**config.mk**
```make
export PLATFORM = sky130hd
export DESIGN_NAME = pipe_adder_flat
export DESIGN_NICKNAME = d
export VERILOG_FILES = /design/src/rtl/pipe_adder_pkg.sv /design/src/rtl/pipe_adder_if.sv /design/src/rtl/pipe_adder_add_slice.sv /design/src/rtl/pipe_adder.sv /design/src/flat_wrapper.sv
export SDC_FILE = /design/constraint.sdc
export NUM_CORES = 1
export LEC_CHECK = 0
export BUFFER_PORTS_ARGS = -buffer_cell sky130_fd_sc_hd__buf_4
export CAP_MARGIN = 20
export CORE_AREA = 2 2 116 118
export DETAILED_ROUTE_END_ITERATION = 16
export DIE_AREA = 0 0 118 120
export PLACE_DENSITY = 0.81
export SLEW_MARGIN = 20
export SYNTH_ARGS = -nofsm -noshare
export SYNTH_HDL_FRONTEND = slang
export SYNTH_SLANG_ARGS = --single-unit
```
**constraint.sdc**
```tcl
create_clock -name clk -period 4.3 [get_ports clk]
set_clock_uncertainty 0.2 [all_clocks]
set_input_delay 0.215 -clock clk [delete_from_list [all_inputs] [get_ports clk]]
set_output_delay 0.215 -clock clk [all_outputs]
set_load 0.05 [all_outputs]
```
**src/rtl/pipe_adder_pkg.sv**
```systemverilog
// Shared definitions for the pipelined add/subtract unit.
package pipe_adder_pkg;

  // Default datapath word width.
  localparam int WORD = 32;

  // Operation encoding carried on the sub input.
  typedef enum logic {
    ADD_OP_ADD = 1'b0,
    ADD_OP_SUB = 1'b1
  } add_op_e;

endpackage

```
**src/rtl/pipe_adder_if.sv**
```systemverilog
// Operand/result handshake bundle for pipe_adder.
// master = producer/consumer side, slave = the adder itself.
interface pipe_adder_if
  import pipe_adder_pkg::*;
#(
  parameter int WIDTH = WORD
);
  logic             in_valid;
  logic             in_ready;
  logic             sub;
  logic [WIDTH-1:0] Ain;
  logic [WIDTH-1:0] Bin;
  logic             out_valid;
  logic             out_ready;
  logic [WIDTH-1:0] add_out;
  logic             carry_out;
  logic             overflow;
  logic             zero;

  modport master (
    output in_valid, sub, Ain, Bin, out_ready,
    input  in_ready, out_valid, add_out, carry_out, overflow, zero
  );

  modport slave (
    input  in_valid, sub, Ain, Bin, out_ready,
    output in_ready, out_valid, add_out, carry_out, overflow, zero
  );
endinterface

```
**src/rtl/pipe_adder_add_slice.sv**
```systemverilog
// One SW-bit slice of the pipelined adder: combinational slice sum,
// registered carry and valid bit, both frozen while en is low.
module pipe_adder_add_slice #(
  parameter int SW = 8
) (
  input  logic          clk,
  input  logic          rst,
  input  logic          en,
  input  logic          vin,
  input  logic          cin,
  input  logic [SW-1:0] a,
  input  logic [SW-1:0] b,
  output logic [SW-1:0] sum,
  output logic          cout_q,
  output logic          vld_q
);
  logic cout;

  assign {cout, sum} = {1'b0, a} + {1'b0, b} + {{SW{1'b0}}, cin};

  // Carry only updates on a real beat so a bubble never corrupts the held value.
  always_ff @(posedge clk) begin
    if (rst) begin
      cout_q <= 1'b0;
      vld_q  <= 1'b0;
    end else if (en) begin
      vld_q <= vin;
      if (vin) cout_q <= cout;
    end
  end
endmodule

```
**src/rtl/pipe_adder.sv**
```systemverilog
// Pipelined add/subtract unit: WIDTH-bit add split into STAGES carry-linked
// slices, one slice per cycle, valid/ready handshake, one op per cycle.
// Optional: define ADDER_SAT_EN to clamp add_out on signed overflow.
// WIDTH must be a multiple of STAGES.
module pipe_adder
  import pipe_adder_pkg::*;
#(
  parameter int WIDTH  = WORD,
  parameter int STAGES = 4
) (
  input logic         clk,
  input logic         rst,
  pipe_adder_if.slave bus
);
  localparam int SW = WIDTH / STAGES;

  logic                      advance;
  logic [STAGES:0]           vld_pipe;
  logic [STAGES:0]           cy_pipe;
  logic [STAGES-1:0][SW-1:0] slice_sum;
  logic [WIDTH-1:0]          b_eff;
  logic [WIDTH-1:0]          raw_res;
  logic [WIDTH-1:0]          res_next;
  logic                      a_msb, b_msb, ovf_next;
  logic [WIDTH-1:0]          add_q;
  logic                      ovf_q, zero_q;

  // Whole pipe moves together; a stalled output freezes every stage.
  assign advance      = !vld_pipe[STAGES] || bus.out_ready;
  assign bus.in_ready = advance;

  // Subtract = A + ~B + 1: invert B up front, the +1 enters as slice-0 carry.
  assign vld_pipe[0] = bus.in_valid;
  assign cy_pipe[0]  = (bus.sub == ADD_OP_SUB);
  assign b_eff       = cy_pipe[0] ? ~bus.Bin : bus.Bin;

  genvar k;
  generate
    for (k = 0; k < STAGES; k++) begin : g_stage
      // Operand bits still to be added when the beat reaches this stage.
      localparam int OW = WIDTH - k * SW;
      logic [OW-1:0]         a_in, b_in;
      logic [(k+1)*SW-1:0]   r_cat;

      if (k == 0) begin : g_src
        assign a_in  = bus.Ain;
        assign b_in  = b_eff;
        assign r_cat = slice_sum[0];
      end else begin : g_src
        assign a_in  = g_stage[k-1].g_skew.a_q;
        assign b_in  = g_stage[k-1].g_skew.b_q;
        assign r_cat = {slice_sum[k], g_stage[k-1].g_skew.r_q};
      end

      pipe_adder_add_slice #(.SW(SW)) u_slice (
        .clk    (clk),
        .rst    (rst),
        .en     (advance),
        .vin    (vld_pipe[k]),
        .cin    (cy_pipe[k]),
        .a      (a_in[SW-1:0]),
        .b      (b_in[SW-1:0]),
        .sum    (slice_sum[k]),
        .cout_q (cy_pipe[k+1]),
        .vld_q  (vld_pipe[k+1])
      );

      if (k < STAGES - 1) begin : g_skew
        logic [OW-SW-1:0]    a_q, b_q;
        logic [(k+1)*SW-1:0] r_q;

        // Skew: unconsumed upper operand slices and finished lower result slices.
        always_ff @(posedge clk) begin
          if (advance && vld_pipe[k]) begin
            a_q <= a_in[OW-1:SW];
            b_q <= b_in[OW-1:SW];
            r_q <= r_cat;
          end
        end
      end else begin : g_last
        assign raw_res = r_cat;
        assign a_msb   = a_in[SW-1];
        assign b_msb   = b_in[SW-1];
      end
    end
  endgenerate

  assign ovf_next = (a_msb == b_msb) && (slice_sum[STAGES-1][SW-1] != a_msb);

  // Final value presented on add_out (clamped on overflow when enabled).
  always_comb begin
    res_next = raw_res;
`ifdef ADDER_SAT_EN
    if (ovf_next)
      res_next = a_msb ? {1'b1, {(WIDTH-1){1'b0}}} : {1'b0, {(WIDTH-1){1'b1}}};
`endif
  end

  // Output register: loads only with a real beat, so bubbles leave it holding.
  always_ff @(posedge clk) begin
    if (rst) begin
      add_q  <= '0;
      ovf_q  <= 1'b0;
      zero_q <= 1'b0;
    end else if (advance && vld_pipe[STAGES-1]) begin
      add_q  <= res_next;
      ovf_q  <= ovf_next;
      zero_q <= (res_next == '0);
    end
  end

  assign bus.out_valid = vld_pipe[STAGES];
  assign bus.add_out   = add_q;
  assign bus.carry_out = cy_pipe[STAGES];
  assign bus.overflow  = ovf_q;
  assign bus.zero      = zero_q;
endmodule

```
**src/flat_wrapper.sv**
```systemverilog
// flat-port wrapper written by rule: the top's interface ports become plain ports
module pipe_adder_flat import pipe_adder_pkg::*;
#(
  parameter int WIDTH  = WORD,
  parameter int STAGES = 4
)
  (clk, rst, bus_in_valid, bus_sub, bus_Ain, bus_Bin, bus_out_ready, bus_in_ready, bus_out_valid, bus_add_out, bus_carry_out, bus_overflow, bus_zero);
  pipe_adder_if #(.WIDTH(WIDTH)) bus_i ();
  input logic clk;
  input logic rst;
  input wire logic [$bits(bus_i.in_valid)-1:0] bus_in_valid;
  input wire logic [$bits(bus_i.sub)-1:0] bus_sub;
  input wire logic [$bits(bus_i.Ain)-1:0] bus_Ain;
  input wire logic [$bits(bus_i.Bin)-1:0] bus_Bin;
  input wire logic [$bits(bus_i.out_ready)-1:0] bus_out_ready;
  output wire logic [$bits(bus_i.in_ready)-1:0] bus_in_ready;
  output wire logic [$bits(bus_i.out_valid)-1:0] bus_out_valid;
  output wire logic [$bits(bus_i.add_out)-1:0] bus_add_out;
  output wire logic [$bits(bus_i.carry_out)-1:0] bus_carry_out;
  output wire logic [$bits(bus_i.overflow)-1:0] bus_overflow;
  output wire logic [$bits(bus_i.zero)-1:0] bus_zero;
  assign bus_i.in_valid = bus_in_valid;
  assign bus_i.sub = bus_sub;
  assign bus_i.Ain = bus_Ain;
  assign bus_i.Bin = bus_Bin;
  assign bus_i.out_ready = bus_out_ready;
  assign bus_in_ready = bus_i.in_ready;
  assign bus_out_valid = bus_i.out_valid;
  assign bus_add_out = bus_i.add_out;
  assign bus_carry_out = bus_i.carry_out;
  assign bus_overflow = bus_i.overflow;
  assign bus_zero = bus_i.zero;
  pipe_adder #(.WIDTH(WIDTH), .STAGES(STAGES)) u_core (.clk(clk), .rst(rst), .bus(bus_i));
endmodule
```
==> results.rst <==
.. list-table::
   :header-rows: 1

   * - Metric
     - Value
   * - CTS Root Cell
     - sky130_fd_sc_hd__clkbuf_16
   * - Via density per instance
     - 5.16
   * - Cell area power density
     - 447 nW/µm²
   * - Clock tree buffer depth
     - 2
   * - Final total negative setup slack
     - 0 ns
   * - # nets final
     - 800
   * - FF/Latch Area
     - 5160 µm²
   * - Top-Level Pins
     - 106
   * - Leading cell types by count after synthesis
     - 144 x sky130_fd_sc_hd__edfxtp_1, 67 x sky130_fd_sc_hd__nand2_1, 43 x sky130_fd_sc_hd__a21oi_1
   * - Number of failing hold endpoints at the final stage
     - 0
   * - Leak Pwr
     - 0.00366 µW
   * - DRC violation count after routing
     - 0
   * - Count of port buffers added during placement
     - 105
   * - RSZ-0062 raised after global routing
     - no
   * - Fraction of the yosys area taken by sequential cells
     - 0.699
   * - TritonCTS clock tree
     - done
   * - Clock Pin Slew Worst Setup and Hold Paths
     - 0.07 ns
   * - First-pass detailed-route iteration total
     - 5
   * - Antenna Diode Count
     - 0
   * - Number of instances in the synthesized netlist
     - 534
   * - Die Height
     - 120 µm
   * - Max-slew headroom at the worst pin
     - 0.352
   * - Final setup violation count
     - 0
   * - Count of unique library cells instantiated by Yosys
     - 44
   * - Arrival time of the worst setup path
     - 3.10 ns
   * - # rows
     - 42
   * - Multi-input combinational cell area
     - 2070 µm²
   * - Wirelength per Cell
     - 16.1 µm
   * - Post-Synthesis Mean Instance Area
     - 13.8 µm²
   * - Total core area
     - 13000 µm²
   * - Synth Register Bits
     - 186
   * - Highest clock rate
     - 338 MHz
   * - Netlist area before placement
     - 7390 µm²
   * - Net count after synthesis
     - 638
   * - Initial core utilization
     - 0.569
   * - Maximum number of pins on one net before global-route repair
     - 59
   * - H-tree levels
     - 4
   * - Met1 layer wirelength in the final routing
     - 5990 µm
   * - Met3 Wirelength
     - 670 µm
   * - Total of warnings raised by yosys
     - 0
   * - Quantity of gates resized following cts
     - 0
   * - Most area-consuming cells after synthesis
     - sky130_fd_sc_hd__edfxtp_1 59%, sky130_fd_sc_hd__dfxtp_1 11%, sky130_fd_sc_hd__ha_1 4.7%
   * - Placed wire-length estimate after detailed placement
     - 9070 µm
   * - Via count
     - 4564
   * - Cell type with the highest aggregate area in the netlist
     - sky130_fd_sc_hd__edfxtp_1
   * - Required time of the critical path
     - 4.45 ns
   * - Type of the worst setup path
     - reg2reg
   * - Gr ovfl total
     - 0
   * - Endpoint kind of the worst setup timing path
     - flip-flop
   * - Uppermost layer routed
     - met4
   * - Maximum resistive drop on vdd
     - 224 µV
   * - Max-slew violation total from the final report
     - 0
   * - Antenna violation net count after detailed routing
     - 0
   * - Fillcell total
     - 781
   * - CTS Buf Count
     - 17
   * - Antenna violations before repair
     - 0
   * - Number of setup buffers added after CTS
     - 0
   * - Global placer's final weighted congestion
     - 0.865
   * - Die Outline Area
     - 14200 µm²
   * - Highest net fanout along the worst path
     - 2
   * - Async set-or-reset flop fraction in the synthesized netlist
     - 0
   * - First-iteration detailed-routing DRC count
     - 332
   * - Final worst path period share
     - 0.687
   * - Total Power
     - 4270 µW
   * - Max_cap viols
     - 0
   * - Ratio of cells with drive above 1 in the final layout
     - 0.209
   * - Number of flops mapped to enable cells by yosys
     - 144
   * - Slew at the pin with the worst max-slew slack
     - 0.972 ns
   * - Overall global routing resource usage
     - 0.212
   * - Wire length of the first global-routing pass
     - 22700 µm
   * - X dimension of the die
     - 118 µm
   * - Min-delay worst type
     - in2reg
   * - Top-count cell post-synth
     - sky130_fd_sc_hd__edfxtp_1
   * - Routed wl met2
     - 7130 µm
   * - Final Routed Wirelength
     - 14300 µm
   * - Primary FF master, synth
     - sky130_fd_sc_hd__edfxtp_1
   * - Vias in the first global route
     - 4647
   * - Clk sinks
     - 186
   * - Status
     - complete, no violations
   * - Post-synthesis to final-layout area growth
     - 29.5%
   * - Share of the synthesized area in the top cell type
     - 0.585
   * - Period minus WS final
     - 2.95 ns
   * - Critical path launch point type
     - flip-flop
   * - Clock latency reported for the late side of the worst-skew pair
     - 0.42 ns
-- sequential cells by signal, indices dropped and copies added, names as in the netlist --
signal / flops
u_core.g_stage.g_skew.a_q: 48
u_core.g_stage.g_skew.r_q: 48
u_core.g_stage.g_skew.b_q: 48
u_core.bus.overflow: 1
u_core.bus.add_out: 32
u_core.bus.zero: 1
u_core.g_stage.u_slice.vld_q: 4
u_core.g_stage.u_slice.cout_q: 4
-- metrics by stage --
stage / setup slack, ns / util / instances / hold slack, ns / instance area, µm²
6_report: 1.35 / 0.737 / 885 / 0.0212 / 9560
3_3_place_gp: 1.69 / 0.643 / 800 / 0.194 / 8350
4_1_cts: 1.43 / 0.736 / 885 / 0.00846 / 9560
3_5_place_dp: 1.57 / 0.643 / 800 / 0.195 / 8350
5_1_grt: 1.21 / 0.737 / 885 / 0.0481 / 9560
2_1_floorplan: 1.46 / - / 534 / 0.114 / 7390
-- metal layers --
| metal | vias to the layer above | track usage |
|---|---|---|
| met5 | - | 0 |
| met4 | 0 | 0.102 |
| met3 | 35 | 0.0471 |
| met2 | 167 | 0.353 |
| met1 | 2141 | 0.264 |
| li1 | 2221 | - |
-- worst paths after layout --
path	slack, ns	from	cells past startpoint	endpoint
setup reg to reg	1.35	u_core.g_stage[2].u_slice.cout_q	9	u_core.bus.zero
hold reg to reg	0.22	u_core.g_stage[1].g_skew.b_q[10]	0	u_core.g_stage[2].g_skew.b_q[2]
setup / recovery	1.35	u_core.g_stage[2].u_slice.cout_q	9	u_core.bus.zero
hold / removal	0.02	bus_Ain[7]	4	u_core.g_stage[0].u_slice.cout_q
-- critical path: stages (launching register included) --
cell and delay, ns:
sky130_fd_sc_hd__dfxtp_1 0.36, sky130_fd_sc_hd__fa_1 0.22, sky130_fd_sc_hd__inv_1 0.06, sky130_fd_sc_hd__fa_1 0.49, sky130_fd_sc_hd__nor4b_1 0.30, sky130_fd_sc_hd__nand4_1 0.15
sky130_fd_sc_hd__nor4_1 0.38, sky130_fd_sc_hd__nand4b_1 0.15, sky130_fd_sc_hd__or4_1 0.42, sky130_fd_sc_hd__a21oi_1 0.15
-- what timing repair did --
item	in CTS	in global routing
setup endpoints to repair	0	0
endpoints found under the hold margin	54	0
hold buffers	53	0
-- cells by family (layout without fill, tap and decap cells) --
group	Yosys count	count (layout)	share of synthesized area
AO/OA/AOI/OAI	81	81	0.0669
XOR/XNOR	51	51	0.0605
adder cells (fa/ha/maj)	35	35	0.0664
buffers and inverters	40	215	0.0203
flip-flops	186	186	0.699
multiplexers	2	2	0.00288
AND/OR/NAND/NOR	139	139	0.0838
-- where the power goes --
part	switching, µW	internal, µW
logic	224	187
clock network	647	1110
registers	38.0	2070
total	910	3360
-- layout by cell type (no fill, tap or decap), types with 20 or more instances in the layout --
master / n
sky130_fd_sc_hd__edfxtp_1: 144
sky130_fd_sc_hd__buf_4: 107
sky130_fd_sc_hd__xor2_1: 37
sky130_fd_sc_hd__a21oi_1: 43
sky130_fd_sc_hd__nor2_1: 34
sky130_fd_sc_hd__ha_1: 28
sky130_fd_sc_hd__inv_1: 20
sky130_fd_sc_hd__dlygate4sd3_1: 53
sky130_fd_sc_hd__dfxtp_1: 42
sky130_fd_sc_hd__nand2_1: 66
-- layout make-up --
cell class / count / share of cell area
Clock buffer: 18 / 0.0459
Clock inverter: 14 / 0.0254
Multi-Input combinational cell: 308 / 0.217
Tap cell: 176 / 0.0230
Timing Repair Buffer: 160 / 0.139
Sequential cell: 186 / 0.540
Inverter: 23 / 0.00916
Power figures use the tool's default switching activity.
